**src/rtl/vga_timing_pkg.sv**
```systemverilog
// Shared VGA 640x480 timing constants and the update-scheduler state encoding.
// The sync generator and the frame update scheduler both import this package.
package vga_timing_pkg;

   localparam int HD = 640;
   localparam int HF = 48;
   localparam int HB = 16;
   localparam int HR = 96;
   localparam int VD = 480;
   localparam int VF = 10;
   localparam int VB = 33;
   localparam int VR = 2;

   typedef enum logic [1:0] {
      IDLE,
      SCAN,
      SERVE
   } state_t;

endpackage

```
**src/rtl/frame_update_scheduler_if.sv**
```systemverilog
// Request/grant/done bundle between the scheduler (master) and the game objects (slave).
interface frame_update_scheduler_if #(
   parameter int N_REQ = 4
);

   logic [N_REQ-1:0] upd_req;
   logic [N_REQ-1:0] upd_done;
   logic [N_REQ-1:0] upd_grant;

   modport master (
      input  upd_req,
      input  upd_done,
      output upd_grant
   );

   modport slave (
      output upd_req,
      output upd_done,
      input  upd_grant
   );

endinterface

```
**src/rtl/frame_update_scheduler_picker.sv**
```systemverilog
// Combinational lowest-set-bit picker: one-hot select, binary index and a valid flag.
module lowest_set_picker #(
   parameter int N_REQ = 4,
   parameter int IDX_W = (N_REQ > 1) ? $clog2(N_REQ) : 1
) (
   input  logic [N_REQ-1:0] mask,
   output logic [N_REQ-1:0] onehot,
   output logic [IDX_W-1:0] idx,
   output logic             valid
);

   always_comb begin
      onehot = '0;
      idx    = '0;
      valid  = |mask;
      // Walk from the top down so the last hit, the lowest index, wins.
      for (int i = N_REQ - 1; i >= 0; i--) begin
         if (mask[i]) begin
            onehot    = '0;
            onehot[i] = 1'b1;
            idx       = IDX_W'(i);
         end
      end
   end

endmodule

```
**src/rtl/frame_update_scheduler.sv**
```systemverilog
// Runs per-frame object updates one at a time inside vertical blanking,
// with a per-grant timeout and an abort when the visible region restarts.
module frame_update_scheduler
   import vga_timing_pkg::*;
#(
   parameter int N_REQ   = 4,
   parameter int VD      = vga_timing_pkg::VD,
   parameter int TIMEOUT = 4096,
   parameter int CNT_W   = 16
) (
   input  logic                          clk,
   input  logic                          reset,
   input  logic                          p_tick,
   input  logic [10:0]                   pixel_x,
   input  logic [10:0]                   pixel_y,
   frame_update_scheduler_if.master      bus,
   input  logic                          clr_err,
   output logic                          frame_tick,
   output logic [CNT_W-1:0]              frame_count,
   output logic                          busy,
   output logic                          timeout_err,
   output logic                          overrun_err
);

   localparam int IDX_W = (N_REQ > 1) ? $clog2(N_REQ) : 1;
   localparam int TW    = (TIMEOUT > 1) ? $clog2(TIMEOUT) : 1;
   localparam logic [10:0]   VD_Y  = 11'(VD);
   localparam logic [TW-1:0] T_MAX = TW'(TIMEOUT - 1);

   state_t             state_q, state_d;
   logic [N_REQ-1:0]   pending_q, pending_d;
   logic [N_REQ-1:0]   grant_q, grant_d;
   logic [IDX_W-1:0]   gidx_q, gidx_d;
   logic               frame_tick_q, frame_tick_d;
   logic [CNT_W-1:0]   count_q, count_d;
   logic [TW-1:0]      timer_q, timer_d;
   logic               timeout_err_q, timeout_err_d;
   logic               overrun_err_q, overrun_err_d;
   logic               to_set, ov_set;

   logic               vb_start, act_start;
   logic [N_REQ-1:0]   pick_onehot;
   logic [IDX_W-1:0]   pick_idx;
   logic               pick_valid;

   assign vb_start  = p_tick && (pixel_x == 11'd0) && (pixel_y == VD_Y);
   assign act_start = p_tick && (pixel_x == 11'd0) && (pixel_y == 11'd0);

   lowest_set_picker #(
      .N_REQ (N_REQ),
      .IDX_W (IDX_W)
   ) u_picker (
      .mask   (pending_q),
      .onehot (pick_onehot),
      .idx    (pick_idx),
      .valid  (pick_valid)
   );

   always_comb begin
      state_d      = state_q;
      pending_d    = pending_q;
      grant_d      = grant_q;
      gidx_d       = gidx_q;
      frame_tick_d = 1'b0;
      count_d      = count_q;
      timer_d      = timer_q;
      to_set       = 1'b0;
      ov_set       = 1'b0;

      case (state_q)
         IDLE: begin
            if (vb_start) begin
               pending_d    = bus.upd_req;
               frame_tick_d = 1'b1;
               count_d      = count_q + CNT_W'(1);
               state_d      = SCAN;
            end
         end
         SCAN: begin
            if (act_start) begin
               grant_d   = '0;
               pending_d = '0;
               ov_set    = 1'b1;
               state_d   = IDLE;
            end else if (!pick_valid) begin
               state_d = IDLE;
            end else begin
               grant_d   = pick_onehot;
               gidx_d    = pick_idx;
               pending_d = pending_q & ~pick_onehot;
               timer_d   = '0;
               state_d   = SERVE;
            end
         end
         SERVE: begin
            timer_d = timer_q + TW'(1);
            // Abort outranks a same-cycle done or timeout.
            if (act_start) begin
               grant_d   = '0;
               pending_d = '0;
               ov_set    = 1'b1;
               state_d   = IDLE;
            end else if (bus.upd_done[gidx_q]) begin
               grant_d = '0;
               state_d = SCAN;
            end else if (timer_q == T_MAX) begin
               grant_d = '0;
               to_set  = 1'b1;
               state_d = SCAN;
            end
         end
         default: begin
            grant_d = '0;
            state_d = IDLE;
         end
      endcase

      timeout_err_d = to_set | (timeout_err_q & ~clr_err);
      overrun_err_d = ov_set | (overrun_err_q & ~clr_err);
   end

   always_ff @(posedge clk) begin
      if (reset) begin
         state_q       <= IDLE;
         pending_q     <= '0;
         grant_q       <= '0;
         gidx_q        <= '0;
         frame_tick_q  <= 1'b0;
         count_q       <= '0;
         timer_q       <= '0;
         timeout_err_q <= 1'b0;
         overrun_err_q <= 1'b0;
      end else begin
         state_q       <= state_d;
         pending_q     <= pending_d;
         grant_q       <= grant_d;
         gidx_q        <= gidx_d;
         frame_tick_q  <= frame_tick_d;
         count_q       <= count_d;
         timer_q       <= timer_d;
         timeout_err_q <= timeout_err_d;
         overrun_err_q <= overrun_err_d;
      end
   end

   assign bus.upd_grant = grant_q;
   assign frame_tick    = frame_tick_q;
   assign frame_count   = count_q;
   assign busy          = (state_q != IDLE);
   assign timeout_err   = timeout_err_q;
   assign overrun_err   = overrun_err_q;

endmodule

```
**src/flat_wrapper.sv**
```systemverilog
// flat-port wrapper written by rule: the top's interface ports become plain ports
module frame_update_scheduler_flat import vga_timing_pkg::*;
#(
   parameter int N_REQ   = 4,
   parameter int VD      = vga_timing_pkg::VD,
   parameter int TIMEOUT = 4096,
   parameter int CNT_W   = 16
)
  (clk, reset, p_tick, pixel_x, pixel_y, clr_err, frame_tick, frame_count, busy, timeout_err, overrun_err, bus_upd_req, bus_upd_done, bus_upd_grant);
  frame_update_scheduler_if #(.N_REQ(N_REQ)) bus_i ();
  input  logic clk;
  input  logic reset;
  input  logic p_tick;
  input  logic [10:0] pixel_x;
  input  logic [10:0] pixel_y;
  input  logic clr_err;
  output logic frame_tick;
  output logic [CNT_W-1:0] frame_count;
  output logic busy;
  output logic timeout_err;
  output logic overrun_err;
  input wire logic [$bits(bus_i.upd_req)-1:0] bus_upd_req;
  input wire logic [$bits(bus_i.upd_done)-1:0] bus_upd_done;
  output wire logic [$bits(bus_i.upd_grant)-1:0] bus_upd_grant;
  assign bus_i.upd_req = bus_upd_req;
  assign bus_i.upd_done = bus_upd_done;
  assign bus_upd_grant = bus_i.upd_grant;
  frame_update_scheduler #(.N_REQ(N_REQ), .VD(VD), .TIMEOUT(TIMEOUT), .CNT_W(CNT_W)) u_core (.clk(clk), .reset(reset), .p_tick(p_tick), .pixel_x(pixel_x), .pixel_y(pixel_y), .bus(bus_i), .clr_err(clr_err), .frame_tick(frame_tick), .frame_count(frame_count), .busy(busy), .timeout_err(timeout_err), .overrun_err(overrun_err));
endmodule
```
**config.mk**
```make
export PLATFORM = sky130hd
export DESIGN_NAME = frame_update_scheduler_flat
export DESIGN_NICKNAME = d
export VERILOG_FILES = /design/src/rtl/vga_timing_pkg.sv /design/src/rtl/frame_update_scheduler_if.sv /design/src/rtl/frame_update_scheduler_picker.sv /design/src/rtl/frame_update_scheduler.sv /design/src/flat_wrapper.sv
export SDC_FILE = /design/constraint.sdc
export NUM_CORES = 1
export LEC_CHECK = 0
export ABC_AREA = 0
export BUFFER_PORTS_ARGS = -buffer_cell sky130_fd_sc_hd__buf_4
export CAP_MARGIN = 20
export CELL_PAD_IN_SITES_DETAIL_PLACEMENT = 2
export CELL_PAD_IN_SITES_GLOBAL_PLACEMENT = 2
export CORE_MARGIN = 2
export CORE_UTILIZATION = 33
export DETAILED_ROUTE_END_ITERATION = 12
export PLACE_DENSITY = 0.93
export SLEW_MARGIN = 20
export SYNTH_ARGS = -nofsm -noshare
export SYNTH_HDL_FRONTEND = slang
export SYNTH_SLANG_ARGS = --single-unit
```
**constraint.sdc**
```tcl
create_clock -name clk -period 3.73 [get_ports clk]
set_input_delay 0.373 -clock clk [delete_from_list [all_inputs] [get_ports clk]]
set_output_delay 0.373 -clock clk [all_outputs]
set_load 0.02 [all_outputs]
```
==> reports/qor.yml, run 1 <==
run_status: "finished, final reports clean"
clk_pin_slew_worst_paths_ns: 0.09
routed_wire_length_per_instance_microns: 18.2
tightestPinTransition_ns: 0.907
finalHoldViolations: 0
worstSetupEndpointType: "flop"
fmaxAchievable_ghz: 0.383
timing.max_cap.violations: 0
flow.area_growth_from_synthesis_pct: 24.9
synth.distinct_cells: 48
final_layout_size_suffix_gt1_frac: 0.224
total_i_o_pin_count: 58
timing_max_transition_violations_final: 0
core-area_sq_um: 6790
quantity_of_hold_fixing_buffers_added_after_cts: 0
post_cts.repair.setup_buffers: 0
final.min_clock_period_ns: 2.61
antenna_found_initial: 0
critPathMaxFanout: 5
cts.sinks: 43
clock_path_buffers: 2
post-route-drc-count: 0
final.setup.tns_ns: 0
mappedNetlistArea_sq_um: 2310
max-slew-margin-rel: 0.389
synth_top_flop_cell: "dfxtp_1"
cp_data_arrival_time_ns: 2.84
rows: 30
worst_hold_startpoint: "bus_upd_req[3]"
use_met1: 0.259
synth-warning-count: 0
grt_setup_unrepaired: "false"
final.setup_skew_ns: 0.00970
cts_buffers: 5
synth_sequential_area_ratio: 0.372
grtUsageMet3: 0.0415
grt_pass1_wl_microns: 13000
grt_max_degree: 49
placement.io_buffers: 57
number_of_synthesized_flops_with_an_enable_pin: 0
fraction_of_the_cycle_the_final_worst_path_needs: 0.700
critPathRequiredTime_ns: 3.96
grt_usage: 0.212
insertedDiodeCount: 0
ys_seq_elements: 43
synth.avg_cell_area_sq_um: 8.44
gp_congestion: 0.802
async_reset_ff_frac: 0
cts_root_buf: "clkbuf_8"
floorplan.die_area_sq_um: 7690
fin_nets: 367
grt-ovfl-total: 0
timing_worst_setup_path_type: "reg -> reg"
worst_hold_path_depth: 3
synth_cells: 274
hold_end: "u_core.pending_q[3]"
ir_worst_vdd_mv: 0.145
power_leakage_nw: 0.983
die_w_microns: 87.7
fillerInstances: 756
fin_total_pwr_uw: 918
dr_total_vias: 2391
first_global_vias: 2570
cp-start-kind: "flop"
finish.utilization: 0.425
postSynthNetCount: 314
antenna_violating_nets_post_route: 0
drt-pass1-iter-count: 4
globalRouteMet2Util: 0.380
detail_route.vias_per_cell: 5.67
rr_worst_depth: 6
grt_busiest_layer: "met2"
resized_after_cts: 0
cts_tree: "built"
initial_core_util: 0.340
setup_viol: 0
dpl.hpwl_microns: 5780
die_height_microns: 87.7
insertion_delay_ns: 0.30
detail_route.iter0.violations: 72
totalWireLength_microns: 7660
rr_endpoint: "u_core.bus.upd_grant[1]"
critical_path.reg2reg.startpoint: "u_core.timer_q[0]"
cts-htree-levels: 2
reg2reg_setup_slack_ns: 1.12
min_path_type: "in -> reg"
power.density_cell_area_nw_per_um2: 318
worst max path at each step:
| stage | startpoint | end | slack (ns) |
|---|---|---|---|
| 2_1_floorplan | u_core.state_q[0] | u_core.frame_count[15] | 1.61 |
| 3_3_place_gp | pixel_x[8] | u_core.frame_count[14] | 1.14 |
| 3_5_place_dp | pixel_x[8] | u_core.frame_count[10] | 1.03 |
| 4_1_cts | u_core.timer_q[0] | u_core.bus.upd_grant[1] | 1.16 |
| 5_1_grt | u_core.timer_q[0] | u_core.bus.upd_grant[2] | 0.87 |
| 6_report | u_core.timer_q[0] | u_core.bus.upd_grant[1] | 1.12 |
critical path: stages (launching register included):
cell,delay (ns)
dfxtp_1,0.41
ha_1,0.20
nand3_1,0.17
nor4_1,0.59
a2bb2oi_1,0.28
nor4b_1,0.64
a32o_1,0.27
synthesized netlist by cell type (all sizes together) (2+ instances only):
| cell | count | area share |
|---|---|---|
| nor2b | 4 | 0.011 |
| nand3 | 14 | 0.032 |
| nand2b | 16 | 0.043 |
| and3 | 2 | 0.0054 |
| or2 | 3 | 0.0081 |
| ha | 6 | 0.032 |
| o32ai | 10 | 0.038 |
| nand4 | 9 | 0.024 |
| a211o | 2 | 0.0076 |
| o21ai | 9 | 0.019 |
| nor3 | 6 | 0.015 |
| o311a | 2 | 0.0087 |
| o21a | 2 | 0.0065 |
| nor4 | 8 | 0.028 |
| inv | 16 | 0.026 |
| o31ai | 13 | 0.042 |
| or3 | 6 | 0.016 |
| clkbuf | 11 | 0.018 |
| or4 | 12 | 0.041 |
| nand2 | 17 | 0.028 |
| a21oi | 33 | 0.071 |
| dfxtp | 43 | 0.37 |
| a32o | 3 | 0.013 |
| nor2 | 7 | 0.011 |
| nor4b | 2 | 0.0076 |
through the flow:
stage,cells,hold slack [ns],setup WS [ns],cell area [sq um]
4_1_cts,422,0.354,1.16,2890
2_1_floorplan,274,0.449,1.61,2310
3_3_place_gp,416,0.456,1.14,2820
6_report,422,0.355,1.12,2890
3_5_place_dp,416,0.479,1.03,2820
5_1_grt,422,0.374,0.871,2890
cell type report:
class | count | area (sq um) | share of cell area
tap | 96 | 120 | 0.0416
sequential | 43 | 861 | 0.298
clock buffer | 6 | 72.6 | 0.0251
multi-input combinational | 203 | 1340 | 0.464
inverter | 16 | 60.1 | 0.0208
timing repair buffer | 58 | 435 | 0.151
power by group:
group / switching [mW] / internal [mW]
Combinational: 0.0924 / 0.0653
Clock: 0.160 / 0.125
Sequential: 0.00944 / 0.465
Total: 0.262 / 0.656
layer usage:
layer | vias up | routed length (microns)
met1 | 1186 | 3340
met4 | 0 | 102
li1 | 1148 | -
met5 | - | 0
met2 | 50 | 3950
met3 | 7 | 262
flip-flops by register name, summed over array words and instances, names as in the netlist:
register / cells
u_core.pending_q: 4
u_core.timeout_err: 1
u_core.bus.upd_grant: 4
u_core.frame_count: 16
u_core.timer_q: 12
u_core.state_q: 2
u_core.gidx_q: 2
u_core.frame_tick: 1
u_core.overrun_err: 1
cells by family after synthesis:
group,Yosys count,share of synthesized area
mux,3,0.0189
compound gates,83,0.239
flops,43,0.372
simple gates,110,0.285
buf+inv,28,0.0487
xor+xnor,1,0.00379
fa+ha+maj,6,0.0325
cell usage in the layout, fill, tap and decap left out, types with 10 or more instances in the layout:
| cell type | count |
|---|---|
| dfxtp_1 | 43 |
| or4_1 | 11 |
| a21oi_1 | 33 |
| nand2b_1 | 16 |
| nand3_1 | 13 |
| buf_4 | 58 |
| nand2_1 | 17 |
| o32ai_1 | 10 |
| o31ai_1 | 13 |
| inv_1 | 16 |
No activity file was read; power rests on OpenSTA's default activity.
==> inputs of run 2 (changes only) <==
--- a/config.mk
+++ b/config.mk
@@ -5,15 +5,15 @@
 export SDC_FILE = /design/constraint.sdc
 export NUM_CORES = 1
 export LEC_CHECK = 0
-export ABC_AREA = 0
+export ABC_AREA = 1
 export BUFFER_PORTS_ARGS = -buffer_cell sky130_fd_sc_hd__buf_4
 export CAP_MARGIN = 20
 export CELL_PAD_IN_SITES_DETAIL_PLACEMENT = 2
 export CELL_PAD_IN_SITES_GLOBAL_PLACEMENT = 2
 export CORE_MARGIN = 2
-export CORE_UTILIZATION = 33
+export CORE_UTILIZATION = 29
 export DETAILED_ROUTE_END_ITERATION = 12
-export PLACE_DENSITY = 0.93
+export PLACE_DENSITY = 0.88
 export SLEW_MARGIN = 20
 export SYNTH_ARGS = -nofsm -noshare
 export SYNTH_HDL_FRONTEND = slang
==> constraint.sdc (replaced) <==
create_clock -name clk -period 2.6 [get_ports clk]
set_input_delay 0.26 -clock clk [delete_from_list [all_inputs] [get_ports clk]]
set_output_delay 0.26 -clock clk [all_outputs]
set_load 0.02 [all_outputs]
==> reports/qor.yml, run 2 <==
final_cell_mix: "nand2_1, buf_4, nor2_1"  # was buf_4, dfxtp_1, a21oi_1
insertion_delay_ns: 0.30  # about the same
detail_route.vias_per_cell: 4.90  # was 5.67
critPathRequiredTime_ns: 2.78  # was 3.96 ns
final_layout_size_suffix_gt1_frac: 0.213  # was 0.224
post_cts.repair.setup_buffers: 0  # unchanged
setup_viol: 0  # unchanged
async_reset_ff_frac: 0  # unchanged
cp_num_cells: 9  # was 6
grt_max_degree: 28  # was 49
slowest_delay_ns: 0.39  # was 0.64 ns
cts_buffers: 5  # unchanged
timing.max_cap.violations: 0  # unchanged
cts-htree-levels: 2  # unchanged
dpl.hpwl_microns: 7600  # was 5780 microns
crit_top_cell: "nand2_1"
timing_max_transition_violations_final: 0  # unchanged
number_of_synthesized_flops_with_an_enable_pin: 0  # unchanged
rr_endpoint: "u_core.state_q[1]"  # was u_core.bus.upd_grant[1]
postLayoutCellArea_sq_um: 3390  # was 2890 sq um
fmaxAchievable_ghz: 0.524  # was 0.383 GHz
min_path_type: "in -> reg"  # unchanged
fin_nets: 513  # was 367
reg2reg_setup_slack_ns: 0.69  # was 1.12 ns
timing_worst_setup_path_type: "reg -> reg"  # unchanged
critPathCapture: "u_core.state_q[1]"  # was u_core.bus.upd_grant[1]
totalWireLength_microns: 9520  # was 7660 microns
worst_hold_startpoint: "bus_upd_req[0]"  # was bus_upd_req[3]
ir_worst_vdd_mv: 0.163  # was 0.145 mV
grt_pass1_wl_microns: 16100  # was 13000 microns
tightestPinTransition_ns: 0.632  # was 0.907 ns
max-slew-margin-rel: 0.578  # was 0.389
postSynthNetCount: 456  # was 314
rr_worst_depth: 9  # was 6
cts_root_buf: "clkbuf_8"  # unchanged
yosys-top-cells-count: "nand2_1, nor2_1, inv_1"  # was dfxtp_1, a21oi_1, nand2_1
dr_total_vias: 2956  # was 2391
run_status: "finished, final reports clean"  # unchanged
clk_pin_slew_worst_paths_ns: 0.09  # about the same
worstPathBufferInverterCount: 0  # unchanged
synth.distinct_cells: 32  # was 48
final.min_clock_period_ns: 1.91  # was 2.61 ns
ys_seq_elements: 43  # unchanged
routed_wire_length_per_instance_microns: 15.8  # was 18.2 microns
clock_path_buffers: 2  # unchanged
total_i_o_pin_count: 58  # unchanged
synth-warning-count: 0  # unchanged
floorplan.die_area_sq_um: 10300  # was 7690 sq um
rows: 35  # was 30
flow.area_growth_from_synthesis_pct: 23.3  # was 24.9%
initial_core_util: 0.298  # was 0.340
synth.avg_cell_area_sq_um: 6.61  # was 8.44 sq um
ordered_list_of_cells_on_the_worst_path: "ha_1 -> nand3_2 -> nor2_4 -> nand3_1 -> nand2_1 -> nand3b_1 -> nand2_1 -> nand2_1 -> a21oi_1"  # was ha_1 -> nand3_1 -> nor4_1 -> a2bb2oi_1 -> nor4b_1 -> a32o_1
cp_data_arrival_time_ns: 2.08  # was 2.84 ns
antenna_violating_nets_post_route: 0  # unchanged
gp_congestion: 0.831  # was 0.802
grt-ovfl-total: 0  # unchanged
detail_route.iter0.violations: 31  # was 72
grt_usage: 0.197  # was 0.212
synth_sequential_area_ratio: 0.313  # was 0.372
critPathMaxFanout: 11  # was 5
finalHoldViolations: 0  # unchanged
synth.area.top_cells: "dfxtp_1, nand2_1, nor2_1, inv_1, a21oi_1"  # was dfxtp_1, a21oi_1, nand2b_1, o31ai_1, o32ai_1
die_w_microns: 101  # was 87.7 microns
synth_cells: 416  # was 274
post-route-drc-count: 0  # unchanged
synth.most_common_cell: "nand2_1"  # was dfxtp_1
synth_top_flop_cell: "dfxtp_1"  # unchanged
post_dp_cell_area_sq_um: 3290  # was 2820 sq um
cp-start-kind: "flop"  # unchanged
synth_largest_area_cell: "dfxtp_1"  # unchanged
cts_tree: "built"  # unchanged
grt_setup_unrepaired: "false"  # unchanged
final.setup_skew_ns: 0.00411  # was 0.00970 ns
largest_register_ff_count: 16  # unchanged
mappedNetlistArea_sq_um: 2750  # was 2310 sq um
critical_path.startpoint: "u_core.timer_q[0]"  # unchanged
worstSetupEndpointType: "flop"  # unchanged
fillerInstances: 1159  # was 756
critical_path.slowest_cell: "dfxtp_1"  # was nor4b_1
die_height_microns: 101  # was 87.7 microns
antenna_found_initial: 0  # unchanged
worst_hold_slack_ns: 0.247  # was 0.355 ns
cp_top_family: "simple AND/OR/NAND/NOR gates"  # unchanged
critical_path.reg2reg.startpoint: "u_core.timer_q[0]"  # unchanged
insertedDiodeCount: 0  # unchanged
core-area_sq_um: 9240  # was 6790 sq um
power_leakage_nw: 1.36  # was 0.983 nW
power.density_cell_area_nw_per_um2: 362  # was 318 nW/um^2
drt-pass1-iter-count: 4  # unchanged
fraction_of_the_cycle_the_final_worst_path_needs: 0.733  # was 0.700
first_global_vias: 3361  # was 2570
placement.io_buffers: 57  # unchanged
quantity_of_hold_fixing_buffers_added_after_cts: 0  # unchanged
final.setup.tns_ns: 0  # unchanged
resized_after_cts: 0  # unchanged
layout_commonest_cell: "nand2_1"  # was buf_4
cts.sinks: 43  # unchanged
top_cell_type_s_share_of_synthesized_area: 0.313  # was 0.372
-- run 2: routing by layer --
metal | global-route usage | wire length (microns) | up-vias
li1 | - | - | 1450
met1 | 0.222 | 3980 | 1439
met2 | 0.374 | 5120 | 47
met3 | 0.0276 | 228 | 20
met4 | 0.0665 | 199 | 0
met5 | 0 | 0 | -
-- run 2: cell families (layout without fill, tap and decap cells) --
group	after synthesis	count (layout)	share of synthesized area
simple gates	233	233	0.402
buf+inv	64	122	0.0969
compound gates	56	56	0.116
flops	43	43	0.313
xor+xnor	14	14	0.0446
fa+ha+maj	6	6	0.0273
-- run 2: area by class of cell --
cell class                 count  area (sq um)  share of cell area
clock buffer                   8           100              0.0295
inverter                      56           210              0.0620
sequential                    43           861               0.254
tap                          129           161              0.0476
timing repair buffer          58           435               0.128
multi-input combinational    309          1620               0.479
-- run 2: worst register-to-register path, delay by kind of cell, from the launching register on --
| kind | cells | cell delay (ns) |
|---|---|---|
| AOI/OAI and AO/OA | 1 | 0.06 |
| adders and majority gates | 1 | 0.23 |
| DFF | 1 | 0.39 |
| and+or+nand+nor | 7 | 1.10 |
-- run 2: where the power goes --
part           switching (mW)  internal, mW
logic                  0.0441        0.0415
registers          0.00000171         0.658
clock network           0.241         0.243
-- run 2: worst min-delay path by stage --
stage	end	slack [ns]	cells after the start
floorplan	u_core.pending_q[2]	0.43	2
global placement	u_core.bus.upd_grant[0]	0.45	2
detailed placement	u_core.bus.upd_grant[0]	0.48	2
CTS	u_core.pending_q[0]	0.23	3
global route	u_core.pending_q[0]	0.25	3
finish	u_core.pending_q[0]	0.25	3
-- run 2: metrics by stage --
| step | std cells | util | power (mW) | setup WS [ns] |
|---|---|---|---|---|
| finish | 603 | 0.367 | 1.23 | 0.693 |
| global route | 603 | 0.367 | 1.28 | 0.553 |
| CTS | 603 | 0.367 | 1.25 | 0.661 |
| detailed placement | 595 | 0.356 | 0.761 | 0.704 |
| global placement | 595 | 0.356 | 0.755 | 0.794 |
| floorplan | 416 | - | 0.707 | 1.01 |
==> inputs of run 3 (changes only) <==
--- a/config.mk
+++ b/config.mk
@@ -11,9 +11,9 @@
 export CELL_PAD_IN_SITES_DETAIL_PLACEMENT = 2
 export CELL_PAD_IN_SITES_GLOBAL_PLACEMENT = 2
 export CORE_MARGIN = 2
-export CORE_UTILIZATION = 29
+export CORE_UTILIZATION = 26
 export DETAILED_ROUTE_END_ITERATION = 12
-export PLACE_DENSITY = 0.88
+export PLACE_DENSITY = 0.84
 export SLEW_MARGIN = 20
 export SYNTH_ARGS = -nofsm -noshare
 export SYNTH_HDL_FRONTEND = slang
==> constraint.sdc (replaced) <==
create_clock -name clk -period 1.75 [get_ports clk]
set_input_delay 0.175 -clock clk [delete_from_list [all_inputs] [get_ports clk]]
set_output_delay 0.175 -clock clk [all_outputs]
set_load 0.02 [all_outputs]
==> reports/qor.yml, run 3 (synthesized netlist as in run 2, its figures left out) <==
clock_path_buffers: 2  # unchanged
final.min_clock_period_ns: 1.70  # was 1.91 ns
routed_wire_length_per_instance_microns: 15.8  # about the same
cts-htree-levels: 2  # unchanged
power.density_cell_area_nw_per_um2: 536  # was 362 nW/um^2
rows: 37  # was 35
critPathMaxFanout: 8  # was 11
dpl.hpwl_microns: 7550  # was 7600 microns
ordered_list_of_cells_on_the_worst_path: "inv_1 -> ha_2 -> o21ai_0 -> inv_2 -> buf_4 -> nand4_1 -> a21oi_1"  # was ha_1 -> nand3_2 -> nor2_4 -> nand3_1 -> nand2_1 -> nand3b_1 -> nand2_1 -> nand2_1 -> a21oi_1
post-route-drc-count: 0  # unchanged
cts_tree: "built"  # unchanged
grt_pass1_wl_microns: 16000  # was 16100 microns
reg2reg_setup_slack_ns: 0.05  # was 0.69 ns
finalHoldViolations: 0  # unchanged
insertion_delay_ns: 0.30  # about the same
clk_pin_slew_worst_paths_ns: 0.09  # about the same
final_critical_path_setup_slack_ns: 0.0504  # was 0.693 ns
grt_busiest_layer: "met2"  # unchanged
setup_viol: 0  # unchanged
flow.area_growth_from_synthesis_pct: 30.3  # was 23.3%
min_path_type: "in -> reg"  # unchanged
critical_path.reg2reg.startpoint: "u_core.state_q[0]"  # was u_core.timer_q[0]
fraction_of_the_cycle_the_final_worst_path_needs: 0.971  # was 0.733
cp-start-kind: "flop"  # unchanged
fmaxAchievable_ghz: 0.588  # was 0.524 GHz
rr_endpoint: "u_core.timer_q[1]"  # was u_core.state_q[1]
critPathRequiredTime_ns: 1.95  # was 2.78 ns
die_w_microns: 107  # was 101 microns
timing_max_transition_violations_final: 0  # unchanged
critical_path.slowest_cell: "dfxtp_1"  # unchanged
worst_hold_slack_ns: 0.160  # was 0.247 ns
largest_register_ff_count: 16  # unchanged
slowest_delay_ns: 0.42  # was 0.39 ns
quantity_of_hold_fixing_buffers_added_after_cts: 0  # unchanged
cts_root_buf: "clkbuf_8"  # unchanged
instances_no_fill: 630  # was 603
timing_worst_setup_path_type: "reg -> reg"  # unchanged
dr_total_vias: 3025  # was 2956
grt-ovfl-total: 0  # unchanged
timing.max_cap.violations: 0  # unchanged
critPathCapture: "u_core.timer_q[1]"  # was u_core.state_q[1]
detail_route.iter0.violations: 69  # was 31
totalWireLength_microns: 9970  # was 9520 microns
rr_worst_depth: 7  # was 9
cts_buffers: 5  # unchanged
antenna_violating_nets_post_route: 0  # unchanged
insertedDiodeCount: 0  # unchanged
detail_route.vias_per_cell: 4.80  # was 4.90
antenna_found_initial: 0  # unchanged
power_leakage_nw: 1.47  # was 1.36 nW
grtUsageMet3: 0.0219  # was 0.0276
final_cell_mix: "nand2_1, buf_4, nor2_1"  # unchanged
core-area_sq_um: 10300  # was 9240 sq um
critical_path.startpoint: "u_core.state_q[0]"  # was u_core.timer_q[0]
dp_worst_setup_slack_ns: -0.0372  # was 0.704 ns
drt-pass1-iter-count: 4  # unchanged
run_status: "finished, final reports clean"  # unchanged
final.setup_skew_ns: 0.0102  # was 0.00411 ns
max-slew-margin-rel: 0.631  # was 0.578
layout_commonest_cell: "nand2_1"  # unchanged
cp_data_arrival_time_ns: 1.90  # was 2.08 ns
floorplan.die_area_sq_um: 11400  # was 10300 sq um
first_global_vias: 3349  # was 3361
total_i_o_pin_count: 58  # unchanged
dp_cells: 616  # was 595
cts.sinks: 43  # unchanged
tightestPinTransition_ns: 0.553  # was 0.632 ns
grt_max_degree: 27  # was 28
globalRouteMet2Util: 0.341  # was 0.374
die_height_microns: 107  # was 101 microns
fin_nets: 533  # was 513
worstSetupEndpointType: "flop"  # unchanged
grt_usage: 0.173  # was 0.197
ir_worst_vdd_mv: 0.280  # was 0.163 mV
use_met1: 0.199  # was 0.222
placement.io_buffers: 57  # unchanged
cp_num_cells: 7  # was 9
worstPathBufferInverterCount: 3  # was 0
gp_congestion: 0.847  # was 0.831
initial_core_util: 0.268  # was 0.298
worst_hold_startpoint: "bus_upd_req[0]"  # unchanged
cp_top_family: "flip-flops"  # was simple AND/OR/NAND/NOR gates
final_layout_size_suffix_gt1_frac: 0.261  # was 0.213
-- run 3: cell types whose count changed in the layout (fill, tap and decap cells not counted), sizes merged --
cell    change
clkinv      +2
bufinv      +1
buf        +20
clkbuf      -3
-- run 3: metal layers --
layer  vias to the layer above  share of wire
li1                       1488              -
met1                      1495           0.42
met2                        36           0.54
met3                         6          0.022
met4                         0          0.011
met5                         -              0
-- run 3: area by class of cell --
class	count	area [sq um]
Sequential cell	43	865
Fill cell	1256	6690
Tap cell	136	170
Clock buffer	5	68.8
Clock inverter	3	43.8
Inverter	56	210
Timing Repair Buffer	78	586
Multi-Input combinational cell	309	1640
-- run 3: where the power goes --
group	internal [mW]	leakage (nW)	total, mW	switching (mW)
clock	0.426	0.0581	0.815	0.389
combinational	0.0630	1.06	0.128	0.0652
sequential	0.977	0.348	0.977	0.00000264
-- run 3: repair_timing --
| item | CTS | global route |
|---|---|---|
| cloned | 0 | 0 |
| pin swaps | 0 | 1 |
| gates resized for setup | 0 | 9 |
| setup buffers | 2 | 4 |
| setup endpoints to repair | 6 | 10 |
-- run 3: how the worst min path moves through the flow --
| stage | to | slack [ns] | cells after the start |
|---|---|---|---|
| after floorplan | u_core.pending_q[2] | 0.34 | 2 |
| after global placement | u_core.timeout_err | 0.46 | 2 |
| after detailed placement | u_core.bus.upd_grant[0] | 0.47 | 2 |
| after CTS | u_core.pending_q[0] | 0.15 | 3 |
| after global routing | u_core.pending_q[3] | 0.19 | 3 |
| final | u_core.pending_q[0] | 0.16 | 3 |
-- run 3: metrics by stage --
stage	TNS [ns]	instance area [sq um]	util	power (mW)
after floorplan	0	2750	-	1.05
after global placement	0	3410	0.331	1.12
after detailed placement	-0.0842	3410	0.331	1.13
after CTS	0	3530	0.344	1.95
after global routing	-0.197	3590	0.349	2.00
final	0	3590	0.349	1.92
-- run 3: worst min-delay path: cells and delay by family --
kind                   cells  cell delay, ns
buffers and inverters      1            0.11
AOI/OAI and AO/OA          1            0.05
and+or+nand+nor            1            0.08
